## config.mk

```make
export PLATFORM = sky130hd
export DESIGN_NAME = mesh_term_port
export DESIGN_NICKNAME = d
export VERILOG_FILES = /design/src/rtl/mesh_pkg.sv /design/src/rtl/mesh_term_fifo.sv /design/src/rtl/mesh_term_port.sv
export SDC_FILE = /design/constraint.sdc
export NUM_CORES = 1
export LEC_CHECK = 0
export CORE_ASPECT_RATIO = 0.5
export CORE_MARGIN = 1
export CORE_UTILIZATION = 40
export DETAILED_ROUTE_END_ITERATION = 6
export GPL_TIMING_DRIVEN = 0
export PLACE_DENSITY = 0.69
export SETUP_SLACK_MARGIN = 0.2
export SLEW_MARGIN = 25
export SYNTH_ARGS = -nofsm -noshare
export SYNTH_HDL_FRONTEND = slang
export SYNTH_SLANG_ARGS = --single-unit
```

## constraint.sdc

```tcl
create_clock -name clk -period 13.2 [get_ports clk]
set_clock_uncertainty 0.15 [all_clocks]
set_input_delay 2.64 -clock clk [delete_from_list [all_inputs] [get_ports clk]]
set_output_delay 2.64 -clock clk [all_outputs]
set_load 0.005 [all_outputs]
```

## src/rtl/mesh_pkg.sv

```systemverilog
// Shared definitions for the mesh edge terminal: packet header layout,
// the RX handshake state encoding and header field extractors.
package mesh_pkg;

    localparam int ID_W     = 8;
    localparam int ROW_W    = 4;
    localparam int COL_W    = 4;
    localparam int HDR_W    = ID_W + ROW_W + COL_W;
    // Mode bit sits directly below the header, counted down from the packet MSB
    localparam int MODE_BIT = HDR_W;

    typedef enum logic [1:0] {
        RX_IDLE,
        RX_POP,
        RX_CAP
    } rx_state_t;

    function automatic logic [ROW_W-1:0] pkt_row(input logic [HDR_W-1:0] hdr);
        return hdr[COL_W +: ROW_W];
    endfunction

    function automatic logic [COL_W-1:0] pkt_col(input logic [HDR_W-1:0] hdr);
        return hdr[0 +: COL_W];
    endfunction

endpackage

```

## src/rtl/mesh_term_fifo.sv

```systemverilog
// Power-of-two FIFO with combinational head; head reads zero while empty.
// A push is accepted when full only if a pop is honoured in the same cycle.
module mesh_term_fifo #(
    parameter int W     = 40,
    parameter int DEPTH = 8
) (
    input  logic         clk,
    input  logic         rst,
    input  logic         push,
    input  logic         pop,
    input  logic [W-1:0] din,
    output logic         full,
    output logic         empty,
    output logic [W-1:0] head
);

    localparam int AW = $clog2(DEPTH);

    logic [W-1:0]  mem [DEPTH];
    logic [AW-1:0] wr_ptr;
    logic [AW-1:0] rd_ptr;
    logic [AW:0]   count;
    logic          do_push;
    logic          do_pop;

    assign empty   = (count == '0);
    assign full    = (count == (AW+1)'(DEPTH));
    assign do_pop  = pop && !empty;
    assign do_push = push && (!full || do_pop);
    assign head    = empty ? '0 : mem[rd_ptr];

    always_ff @(posedge clk or posedge rst) begin
        if (rst) begin
            wr_ptr <= '0;
            rd_ptr <= '0;
            count  <= '0;
        end else begin
            if (do_push) wr_ptr <= wr_ptr + 1'b1;
            if (do_pop)  rd_ptr <= rd_ptr + 1'b1;
            if (do_push && !do_pop)
                count <= count + 1'b1;
            else if (!do_push && do_pop)
                count <= count - 1'b1;
        end
    end

    // Storage needs no reset: the head is masked while the FIFO is empty
    always_ff @(posedge clk) begin
        if (do_push) mem[wr_ptr] <= din;
    end

endmodule

```

## src/rtl/mesh_term_port.sv

```systemverilog
// Edge adapter between a host agent and one mesh_emu port: buffered TX toward
// the mesh, pop-handshake RX into a local FIFO. Option: MESH_TERM_ADDR_CHECK_EN.
module mesh_term_port
    import mesh_pkg::*;
#(
    parameter int PCKG_SZ  = 40,
    parameter int TX_DEPTH = 8,
    parameter int RX_DEPTH = 8,
    parameter int MY_ROW   = 0,
    parameter int MY_COL   = 0
) (
    input  logic               clk,
    input  logic               rst,
    input  logic               tx_push,
    input  logic [PCKG_SZ-1:0] tx_data,
    output logic               tx_full,
    output logic [PCKG_SZ-1:0] mesh_data,
    output logic               mesh_pndng,
    input  logic               mesh_popin,
    input  logic [PCKG_SZ-1:0] mesh_out,
    input  logic               mesh_out_pndng,
    output logic               mesh_pop,
    input  logic               rx_pop,
    output logic [PCKG_SZ-1:0] rx_data,
    output logic               rx_valid,
    output logic [15:0]        rx_drop_cnt
`ifdef MESH_TERM_ADDR_CHECK_EN
    ,
    output logic [15:0]        addr_err_cnt
`endif
);

    if (MY_ROW < 0 || MY_ROW >= (1 << ROW_W) || MY_COL < 0 || MY_COL >= (1 << COL_W)) begin : g_bad_id
        $error("mesh_term_port: MY_ROW/MY_COL out of range");
    end

    rx_state_t state_q;
    rx_state_t state_d;
    logic      tx_empty;
    logic      rx_empty;
    logic      rx_full;
    logic      capture;
    logic      drop;

    mesh_term_fifo #(.W(PCKG_SZ), .DEPTH(TX_DEPTH)) u_tx_fifo (
        .clk   (clk),
        .rst   (rst),
        .push  (tx_push),
        .pop   (mesh_popin),
        .din   (tx_data),
        .full  (tx_full),
        .empty (tx_empty),
        .head  (mesh_data)
    );

    assign mesh_pndng = !tx_empty;

    always_ff @(posedge clk or posedge rst) begin
        if (rst) state_q <= RX_IDLE;
        else     state_q <= state_d;
    end

    // Pop and capture are a fixed three-cycle sequence; pndng is only looked at in IDLE
    always_comb begin
        state_d  = state_q;
        mesh_pop = 1'b0;
        capture  = 1'b0;
        unique case (state_q)
            RX_IDLE: if (mesh_out_pndng) state_d = RX_POP;
            RX_POP: begin
                mesh_pop = 1'b1;
                state_d  = RX_CAP;
            end
            RX_CAP: begin
                capture = 1'b1;
                state_d = RX_IDLE;
            end
            default: state_d = RX_IDLE;
        endcase
    end

    mesh_term_fifo #(.W(PCKG_SZ), .DEPTH(RX_DEPTH)) u_rx_fifo (
        .clk   (clk),
        .rst   (rst),
        .push  (capture),
        .pop   (rx_pop),
        .din   (mesh_out),
        .full  (rx_full),
        .empty (rx_empty),
        .head  (rx_data)
    );

    assign rx_valid = !rx_empty;
    assign drop     = capture && rx_full && !rx_pop;

    always_ff @(posedge clk or posedge rst) begin
        if (rst)
            rx_drop_cnt <= '0;
        else if (drop && rx_drop_cnt != 16'hFFFF)
            rx_drop_cnt <= rx_drop_cnt + 1'b1;
    end

`ifdef MESH_TERM_ADDR_CHECK_EN
    logic [HDR_W-1:0] hdr;
    logic             addr_miss;

    assign hdr       = mesh_out[PCKG_SZ-1 -: HDR_W];
    assign addr_miss = (pkt_row(hdr) != ROW_W'(MY_ROW)) || (pkt_col(hdr) != COL_W'(MY_COL));

    // Misaddressed packets are only counted; they are still stored
    always_ff @(posedge clk or posedge rst) begin
        if (rst)
            addr_err_cnt <= '0;
        else if (capture && addr_miss && addr_err_cnt != 16'hFFFF)
            addr_err_cnt <= addr_err_cnt + 1'b1;
    end
`endif

endmodule

```

==> qor.csv, run 1 <==
metric;value;unit
outcome;finished, final reports clean;
yosysSeqAreaShare;0.768;
grt_max_degree;26;
drv_slew;0;
fin_crit_sh;0.476;
dp_cells;2318;
grt_pass1_wl;82200;µm
cts-resized-gates;0;
start_util;0.411;
power_density;208;mW/mm²
h-tree-depth;2;
numCtsBuffers;60;
io_pins;186;
rsz0062_at_grt;no;
relSlewSlack;0.354;
synth-main-ff-cell;edfxtp_1;
start_kind;flip-flop;
comb_power_share;0.330;
holdBufCountCts;0;
setup_tns;0;ns
drt-wirelength-per-cell;22.4;µm
cts_tree;yes;
power_switching;1.87;mW
path_delay_family;simple AND/OR/NAND/NOR gates;
finalSetupViolations;0;
core;0.0639;mm²
switching_share;0.280;
antenna_found_initial;1;
internal_power;4.81;mW
p_leak;10.7;nW
die_area;0.0667;mm²
dieWidth;364;µm
syn-num-nets;1309;
critPathCaptureType;primary output;
crit_buf_inv;2;
fmaxAchievable;0.159;GHz
synth_edf_count;640;
cp_slowest_cell;nor2_1;
slowest_delay;0.74;ns
cp_max_fo;10;
area_delta_synth_final;22.5;%
arrival;3.49;ns
clkLatencyLatePin;0.60;ns
async_flop_share;0.0560;
hp-class;reg2reg;
avgSynthCellArea;21.7;µm²
crit_chain;or3_4 > nor2_1 > clkbuf_1 > nor2_1 > clkdlybuf4s50_1;
cap_violations;0;
yosysWarnings;0;
gp_congestion;0.706;
synth_cells;1210;
antenna_left;0;
hold_viol_final;0;
power_frac_seq;0.397;
finalWirelength;54500;µm
numClockSinks;678;
power.share.clock;0.273;
drive_gt1_frac;0.232;
design_area;0.0322;mm²
ir_drop;0.0000968;V
vias;12400;
crit_top_cell;nor2_1;
ys_ff_latch;678;
root_buffer;clkbuf_16;
rows;65;
worst_slew_pin_slew;0.965;ns
dieHeight;183;µm
final.min_clock_period;6.28;ns
crit_required;10.41;ns
drc;0;
drt_iter0_markers;868;
grt_pass1_vias;13100;
fin_cells;2432;
grtUsageTotal;0.166;
ctsLongestPathBuffers;3;
hpwl;33400;µm
cts_setup_buffers;0;
dr.pass1.iters;5;
port_buffers;185;
vias_per_cell;5.10;
nFillCells;5106;
critical_path_class;reg2out;
clk_pin_slew;0.07;ns
grt-ovfl-total;0;
placed_area;0.0301;mm²
netlist-cell-type-count;43;
netlist_area;0.0262;mm²
num-nets-final;1608;
cells in the final DEF, fill, tap and decap left out, types with 5 or more instances in the layout:
cell type	netlist	routed
nand2b_1	7	7
buf_6	1	7
clkbuf_16	0	61
buf_1	10	10
mux4_2	160	160
buf_12	0	15
xor2_1	15	15
buf_16	0	10
mux2i_1	82	82
clkinv_2	0	14
nor3_2	3	7
ha_1	11	11
clkdlybuf4s50_1	0	185
dfrtp_1	38	38
nor2_4	0	12
nor2_1	99	87
clkbuf_1	29	40
buf_4	0	21
bufinv_16	0	10
buf_2	17	17
xnor2_1	13	13
nand3_1	7	7
inv_1	7	6
nor3_1	9	5
mux2_2	6	6
nand2_1	20	20
edfxtp_1	640	640
clkinv_1	0	9
registers in the layout (all words and copies together) (netlist names):
| register | flops |
|---|---|
| rx_drop_cnt | 16 |
| state_q | 2 |
| u_rx_fifo.count | 4 |
| u_rx_fifo.mem | 320 |
| u_rx_fifo.rd_ptr | 3 |
| u_rx_fifo.wr_ptr | 3 |
| u_tx_fifo.count | 4 |
| u_tx_fifo.mem | 320 |
| u_tx_fifo.rd_ptr | 3 |
| u_tx_fifo.wr_ptr | 3 |
power by group through the flow:
stage	Combinational, mW	Sequential (mW)	Clock (mW)
2_1_floorplan	1.25	2.69	0
3_3_place_gp	2.16	2.72	0
3_5_place_dp	2.26	2.70	0
4_1_cts	2.27	2.66	1.87
5_1_grt	2.39	2.67	1.94
6_report	2.20	2.65	1.83
routing by layer:
metal,global-route usage,wire (µm),share of wire,vias up
met3,0.0295,2380,0.044,58
met5,0,0,0,-
met1,0.225,23500,0.43,6570
met4,0.0289,599,0.011,0
li1,-,-,-,5562
met2,0.286,28000,0.51,224
final timing paths:
kind | start | to | slack [ns] | cells past startpoint
min in group asynchronous | rst | rx_drop_cnt[0]$_DFFE_PP0P_ | 2.18 | 2
worst max register to register | u_rx_fifo.count[0]$_DFFE_PP0P_ | u_rx_fifo.count[3]$_DFFE_PP0P_ | 9.65 | 11
max in group asynchronous | rst | rx_drop_cnt[10]$_DFFE_PP0P_ | 10.23 | 3
worst max-delay path | u_rx_fifo.count[0]$_DFFE_PP0P_ | rx_data[22] | 6.92 | 5
worst min-delay path | state_q[0]$_DFFE_PP0P_ | state_q[0]$_DFFE_PP0P_ | 0.33 | 1
worst min register to register | state_q[0]$_DFFE_PP0P_ | state_q[0]$_DFFE_PP0P_ | 0.33 | 1
stage by stage:
| step | util | total power, mW | hold WS, ns | setup WS [ns] |
|---|---|---|---|---|
| 3_3_place_gp | 0.457 | 4.88 | 0.339 | 2.67 |
| 4_1_cts | 0.503 | 6.80 | 0.346 | 6.79 |
| 5_1_grt | 0.503 | 7.01 | 0.371 | 6.76 |
| 3_5_place_dp | 0.471 | 4.96 | 0.339 | 7.46 |
| 2_1_floorplan | - | 3.94 | 0.294 | 6.61 |
| 6_report | 0.503 | 6.69 | 0.333 | 6.92 |
synth_stat cells, types with 2 or more instances:
cell type | count | share of area
dfrtp_1 | 38 | 0.036
nor4_4 | 2 | 0.0016
fa_1 | 2 | 0.0015
mux4_2 | 160 | 0.14
inv_1 | 7 | 0.0010
nor2_1 | 99 | 0.014
nor2b_1 | 3 | 0.00072
nand3_1 | 7 | 0.0013
nor3_1 | 9 | 0.0017
mux2i_1 | 82 | 0.031
edfxtp_1 | 640 | 0.73
clkbuf_1 | 29 | 0.0041
nand4_1 | 3 | 0.00072
nor3b_1 | 2 | 0.00057
buf_2 | 17 | 0.0032
ha_1 | 11 | 0.0052
xor2_1 | 15 | 0.0050
o21ai_0 | 3 | 0.00057
mux2_2 | 6 | 0.0026
nor3_2 | 3 | 0.0011
a21oi_1 | 3 | 0.00057
nand2b_1 | 7 | 0.0017
buf_1 | 10 | 0.0014
xnor2_1 | 13 | 0.0043
nor4_2 | 2 | 0.00095
nand2_1 | 20 | 0.0029
area by class of cell:
cell class                 instances  area (µm²)  share of cell area
sequential                       678       20200               0.627
multi-input combinational        467        5920               0.184
clock inverter                    38         445              0.0138
tap                              871        1090              0.0339
buffer                            57         243             0.00755
clock buffer                      75        1610              0.0500
timing repair buffer             237        2650              0.0825
inverter                           8        30.0            0.000934
antenna                            1        2.50           0.0000778
cell families (layout without fill, tap and decap cells):
family,count (synthesis),count (layout),share of synthesized area
AOI/OAI and AO/OA,10,10,0.00229
xor gates and xnor gates,28,28,0.00934
adders and majority gates,13,13,0.00677
buffers and inverters,65,415,0.0104
DFF,678,678,0.768
muxes,248,248,0.171
other,0,1,0
and+or+nand+nor,168,168,0.0316
(Power assumes the default switching activity.)
==> inputs of run 2 (changes only) <==
--- a/config.mk
+++ b/config.mk
@@ -10,7 +10,7 @@
 export CORE_UTILIZATION = 40
 export DETAILED_ROUTE_END_ITERATION = 6
 export GPL_TIMING_DRIVEN = 0
-export PLACE_DENSITY = 0.69
+export PLACE_DENSITY = 0.71
 export SETUP_SLACK_MARGIN = 0.2
 export SLEW_MARGIN = 25
 export SYNTH_ARGS = -nofsm -noshare
==> constraint.sdc (replaced) <==
create_clock -name clk -period 5.51 [get_ports clk]
set_clock_uncertainty 0.15 [all_clocks]
set_input_delay 1.102 -clock clk [delete_from_list [all_inputs] [get_ports clk]]
set_output_delay 1.102 -clock clk [all_outputs]
set_load 0.005 [all_outputs]
==> run 2 against run 1 <==
Compared with the run above: total power grew 140%; critical path depth did not move; non-clock buffer count is 2 higher; routed wire length increased by 0.85%; sequential share of layout area is 0.15 points higher; via count down 0.43%; sequential cell count unchanged; combinational power rose by 140%; highest routed layer unchanged.
==> qor.csv, run 2 (same netlist as run 1, synthesis figures left out) <==
metric;value;unit;change
drt_iter0_markers;840;;-3.2%
dieHeight;183;µm;unchanged
drv_slew;0;;unchanged
grt-ovfl-total;0;;unchanged
grt_pass1_vias;13100;;+0.39%
dp_cells;2320;;+0.086%
switching_share;0.284;;+0.00445
placed_area;0.0302;mm²;+0.20%
top_regs;u_rx_fifo.mem: 320 flops, u_tx_fifo.mem: 320 flops, rx_drop_cnt: 16 flops;;
r2r_start;u_rx_fifo.count[0]$_DFFE_PP0P_;;
outcome;finished, final reports clean;;
power_density;492;mW/mm²;+140%
critPathCaptureType;primary output;;
drt-wirelength-per-cell;22.6;µm;+0.90%
cts_tree;yes;;
cts_setup_buffers;0;;unchanged
dr.pass1.iters;4;;-1
crit_start;u_rx_fifo.count[0]$_DFFE_PP0P_;;
comb_power_share;0.336;;+0.006
relSlewSlack;0.371;;+0.0169
dieWidth;364;µm;unchanged
num-nets-final;1609;;+0.062%
start_util;0.411;;unchanged
rsz0062_at_grt;no;;
crit_chain;or3_4 > nor2_2 > clkbuf_1 > nor2_1 > clkdlybuf4s50_1;;
finalSetupViolations;0;;unchanged
hp-class;reg2reg;;
drive_gt1_frac;0.236;;+0.00385
cp_max_fo;10;;unchanged
start_kind;flip-flop;;
vias;12400;;-0.43%
hold_viol_final;0;;unchanged
r2r_end;u_rx_fifo.count[3]$_DFFE_PP0P_;;
critical_path_class;reg2out;;
hpwl;34900;µm;+4.3%
worst_slew_pin_slew;0.943;ns;-0.0217 ns
arrival;3.26;ns;-0.23 ns
slowest_delay;0.56;ns;-0.18 ns
crit_buf_inv;2;;unchanged
holdBufCountCts;0;;unchanged
path_delay_family;simple AND/OR/NAND/NOR gates;;
layout_common_cells;640 x edfxtp_1, 185 x clkdlybuf4s50_1, 160 x mux4_2;;
io_pins;186;;unchanged
fin_cells;2431;;-0.041%
hold_ws;0.348;ns;+0.0146 ns
path_depth;5;;unchanged
ir_drop;0.000279;V;+190%
cap_violations;0;;unchanged
die_area;0.0667;mm²;unchanged
root_buffer;clkbuf_16;;
finalWirelength;54900;µm;+0.85%
layout_commonest_cell;edfxtp_1;;
final.min_clock_period;4.51;ns;
clk_pin_slew;0.07;ns;about the same
r2r_slack;2.14;ns;-7.51 ns
endpoint;rx_data[25];;
power_switching;4.49;mW;+140%
grt_pass1_wl;82500;µm;+0.35%
internal_power;11.3;mW;+130%
cp_slowest_cell;clkbuf_1;;
drc;0;;unchanged
setup_tns;0;ns;unchanged
fmaxAchievable;0.222;GHz;
antenna_left;0;;unchanged
fin_crit_sh;0.818;;
port_buffers;185;;unchanged
core;0.0639;mm²;unchanged
ctsLongestPathBuffers;3;;unchanged
clkLatencyLatePin;0.60;ns;about the same
antenna_cells;0;;-1
numCtsBuffers;59;;-1.7%
rows;65;;unchanged
cts-resized-gates;0;;unchanged
power_frac_seq;0.403;;+0.006
grt_max_degree;28;;+7.7%
antenna_found_initial;0;;-1
crit_required;4.26;ns;-6.15 ns
r2r_cells;11;;unchanged
p_leak;10.6;nW;-0.25%
gp_congestion;0.716;;+1.4%
numClockSinks;678;;unchanged
area_delta_synth_final;22.2;%;
h-tree-depth;2;;unchanged
design_area;0.0321;mm²;-0.24%
power.share.clock;0.261;;-0.012
grtUsageTotal;0.168;;+0.00129
vias_per_cell;5.08;;-0.39%
[run 2: worst min path at each step]
stage / from / slack (ns) / depth (start not counted) / to
2_1_floorplan: state_q[0]$_DFFE_PP0P_ / 0.29 / 1 / state_q[0]$_DFFE_PP0P_
3_3_place_gp: state_q[0]$_DFFE_PP0P_ / 0.33 / 1 / state_q[0]$_DFFE_PP0P_
3_5_place_dp: state_q[0]$_DFFE_PP0P_ / 0.34 / 1 / state_q[0]$_DFFE_PP0P_
4_1_cts: state_q[1]$_DFFE_PP0P_ / 0.35 / 1 / state_q[0]$_DFFE_PP0P_
5_1_grt: rx_drop_cnt[15]$_DFFE_PP0P_ / 0.37 / 1 / rx_drop_cnt[15]$_DFFE_PP0P_
6_report: state_q[0]$_DFFE_PP0P_ / 0.35 / 1 / state_q[0]$_DFFE_PP0P_
[run 2: power groups by stage]
stage               clock network [mW]  logic (mW)  registers (mW)
detailed placement                   0        5.44            6.47
CTS                               4.21        5.46            6.36
finish                            4.12        5.30            6.36
global route                      4.39        5.75            6.41
floorplan                            0        3.00            6.44
global placement                     0        5.15            6.51
[run 2: final cells by class]
class | count | area (µm²)
Buffer | 57 | 243
Clock buffer | 70 | 1580
Clock inverter | 41 | 339
Fill cell | 5120 | 31800
Inverter | 8 | 30.0
Multi-Input combinational cell | 467 | 5920
Sequential cell | 678 | 20200
Tap cell | 871 | 1090
Timing Repair Buffer | 239 | 2710
[run 2: worst reg2reg max path, stage by stage, from the launching register on]
cell     delay, ns
dfrtp_1       0.45
or3_4         0.43
nor2_2        0.53
inv_1         0.22
nand2_1       0.22
ha_1          0.20
inv_1         0.10
ha_1          0.27
a21o_2        0.20
a21oi_1       0.16
mux2i_1       0.23
xnor2_1       0.14
[run 2: stage by stage]
| step | util | setup slack [ns] | power [mW] |
|---|---|---|---|
| 3_5_place_dp | 0.472 | 1.09 | 11.9 |
| 5_1_grt | 0.502 | 0.788 | 16.5 |
| 4_1_cts | 0.502 | 0.844 | 16.0 |
| 6_report | 0.502 | 1.00 | 15.8 |
| 3_3_place_gp | 0.457 | -3.44 | 11.7 |
| 2_1_floorplan | - | 0.458 | 9.44 |
[run 2: layer usage]
| metal | vias up | track usage | wire [µm] |
|---|---|---|---|
| met5 | - | 0 | 0 |
| met4 | 0 | 0.0360 | 824 |
| met3 | 66 | 0.0281 | 2160 |
| met2 | 222 | 0.299 | 29000 |
| met1 | 6508 | 0.216 | 23000 |
| li1 | 5565 | - | - |
==> inputs of run 3 (changes only) <==
--- a/config.mk
+++ b/config.mk
@@ -10,7 +10,7 @@
 export CORE_UTILIZATION = 40
 export DETAILED_ROUTE_END_ITERATION = 6
 export GPL_TIMING_DRIVEN = 0
-export PLACE_DENSITY = 0.71
+export PLACE_DENSITY = 0.69
 export SETUP_SLACK_MARGIN = 0.2
 export SLEW_MARGIN = 25
 export SYNTH_ARGS = -nofsm -noshare
==> constraint.sdc (replaced) <==
create_clock -name clk -period 4.2 [get_ports clk]
set_clock_uncertainty 0.15 [all_clocks]
set_input_delay 0.84 -clock clk [delete_from_list [all_inputs] [get_ports clk]]
set_output_delay 0.84 -clock clk [all_outputs]
set_load 0.005 [all_outputs]
==> run 3 against run 2 <==
Compared with the run above: setup slack worse by 0.67 ns; total power is 30% higher; register-to-register slack worse by 1.1 ns; utilization is 0.18 points higher; combinational power is 35% higher; critical path depth is 1 higher; sequential cell count stayed put; cell area is 0.37% higher; clock-buffer cell count is 12 higher; clock power is 22% higher; routed wire length is 0.39% higher; final cell count is 0.66% lower; largest cell class unchanged.
==> qor.csv, run 3 (same netlist as run 1, synthesis figures left out) <==
metric;value;unit;change
nFillCells;5121;;+0.020%
dp_slack;0.383;ns;-0.706 ns
hold_viol_final;0;;unchanged
fin_crit_sh;0.921;;
multiInputGateArea;0.00596;mm²;+0.57%
grtUsageTotal;0.168;;about the same
antenna_left;0;;unchanged
final.min_clock_period;3.87;ns;
layout_commonest_cell;edfxtp_1;;
dieHeight;183;µm;unchanged
holdPathStages;1;;unchanged
port_buffers;185;;unchanged
drive_gt1_frac;0.238;;+0.00180
die_area;0.0667;mm²;unchanged
r2r_cells;10;;-1
hold_ws;0.344;ns;-0.00373 ns
area_delta_synth_final;22.7;%;
hp-class;reg2reg;;
dr.pass1.iters;7;;+3
grt_pass1_vias;13000;;-0.94%
drt_iter0_markers;937;;+12%
clk_pin_slew;0.06;ns;about the same
antenna_found_initial;1;;+1
clkLatencyLatePin;0.60;ns;about the same
dieWidth;364;µm;unchanged
slowest_delay;0.53;ns;-0.03 ns
cts_tree;yes;;
crit_chain;clkbuf_2 > buf_4 > mux4_2 > mux2i_1 > nor2_1 > clkdlybuf4s50_1;;
outcome;finished, final reports clean;;
critical_path_class;reg2out;;
seq_area;0.0202;mm²;unchanged
critPathCaptureType;primary output;;
numCtsBuffers;58;;-1.7%
start_util;0.411;;unchanged
power_density;637;mW/mm²;+30%
drc;0;;unchanged
num-nets-final;1600;;-0.56%
drv_slew;0;;unchanged
vias;12400;;+0.37%
arrival;2.88;ns;-0.38 ns
numClockSinks;678;;unchanged
vias_per_cell;5.14;;+1.0%
worst_slew_pin_slew;0.912;ns;-0.0310 ns
cp_slowest_cell;mux4_2;;
gp_congestion;0.700;;-2.3%
p_leak;10.7;nW;+0.28%
power;20.5;mW;+30%
rows;65;;unchanged
setup_slack;0.333;ns;-0.670 ns
io_pins;186;;unchanged
path_depth;6;;+1
grt_pass1_wl;82600;µm;about the same
grt-ovfl-total;0;;unchanged
fmaxAchievable;0.259;GHz;
cp_max_fo;10;;unchanged
crit_buf_inv;3;;+1
ir_drop;0.000361;V;+29%
layout_common_cells;640 x edfxtp_1, 185 x clkdlybuf4s50_1, 160 x mux4_2;;
root_buffer;clkbuf_16;;
h-tree-depth;2;;unchanged
path_delay_family;buffers and inverters;;
hpwl;34700;µm;-0.36%
antenna_cells;0;;unchanged
finalWirelength;55100;µm;+0.39%
start_kind;flip-flop;;
core;0.0639;mm²;unchanged
cap_violations;0;;unchanged
finalSetupViolations;0;;unchanged
relSlewSlack;0.392;;+0.0207
crit_required;3.21;ns;-1.05 ns
rsz0062_at_grt;yes;;
drt-wirelength-per-cell;22.8;µm;+1.1%
grt_max_degree;21;;-25%
top_regs;u_rx_fifo.mem: 320 flops, u_tx_fifo.mem: 320 flops, rx_drop_cnt: 16 flops;;
ctsLongestPathBuffers;3;;unchanged
-- run 3: cell count changes in the layout (fill, tap and decap cells not counted), sizes merged --
cell           change
clkinv            -15
clkinvlp           -2
clkdlybuf4s15      +4
buf               -14
bufinv             -3
clkbuf            +14
-- run 3: final timing paths --
check                                                 from  slack (ns)                        endpoint
setup / recovery           u_tx_fifo.rd_ptr[0]$_DFFE_PP0P_        0.33                   mesh_data[12]
hold / removal                      state_q[0]$_DFFE_PP0P_        0.34          state_q[0]$_DFFE_PP0P_
setup reg to reg            u_tx_fifo.count[0]$_DFFE_PP0P_        1.06  u_tx_fifo.count[3]$_DFFE_PP0P_
hold reg to reg                     state_q[0]$_DFFE_PP0P_        0.34          state_q[0]$_DFFE_PP0P_
max in group asynchronous                              rst        2.96     rx_drop_cnt[11]$_DFFE_PP0P_
min in group asynchronous                              rst        0.46      rx_drop_cnt[4]$_DFFE_PP0P_
-- run 3: metrics by stage --
step,TNS (ns),std cells,cell area (µm²),util
2_1_floorplan,0,1210,26300,-
3_3_place_gp,-1278.00,2266,29200,0.457
3_5_place_dp,0,2312,30300,0.475
4_1_cts,0,2415,32200,0.503
5_1_grt,0,2415,32200,0.504
6_report,0,2415,32200,0.504
-- run 3: metal layers --
layer	global-route usage	routed length, µm	part of all wire
met1	0.223	23500	0.43
met3	0.0285	2330	0.042
met4	0.0328	823	0.015
met5	0	12	0.00022
met2	0.292	28500	0.52
-- run 3: layout make-up --
| cell class | count | share of cell area |
|---|---|---|
| Clock inverter | 21 | 0.00474 |
| Sequential cell | 678 | 0.626 |
| Inverter | 8 | 0.000933 |
| Buffer | 57 | 0.0115 |
| Clock buffer | 82 | 0.0488 |
| Timing Repair Buffer | 231 | 0.0888 |
| Tap cell | 871 | 0.0338 |
| Multi-Input combinational cell | 467 | 0.185 |
-- run 3: repair_timing --
action                                  4_1_cts  5_1_grt
endpoints found under the setup margin       80       31
hold buffers                                  0        0
resized for setup                            53       10
buffers inserted                              0        0
-- run 3: report_power, final --
part	internal [mW]	switching, mW
logic	3.84	3.29
clock network	2.72	2.30
registers	8.11	0.249
total	14.7	5.84
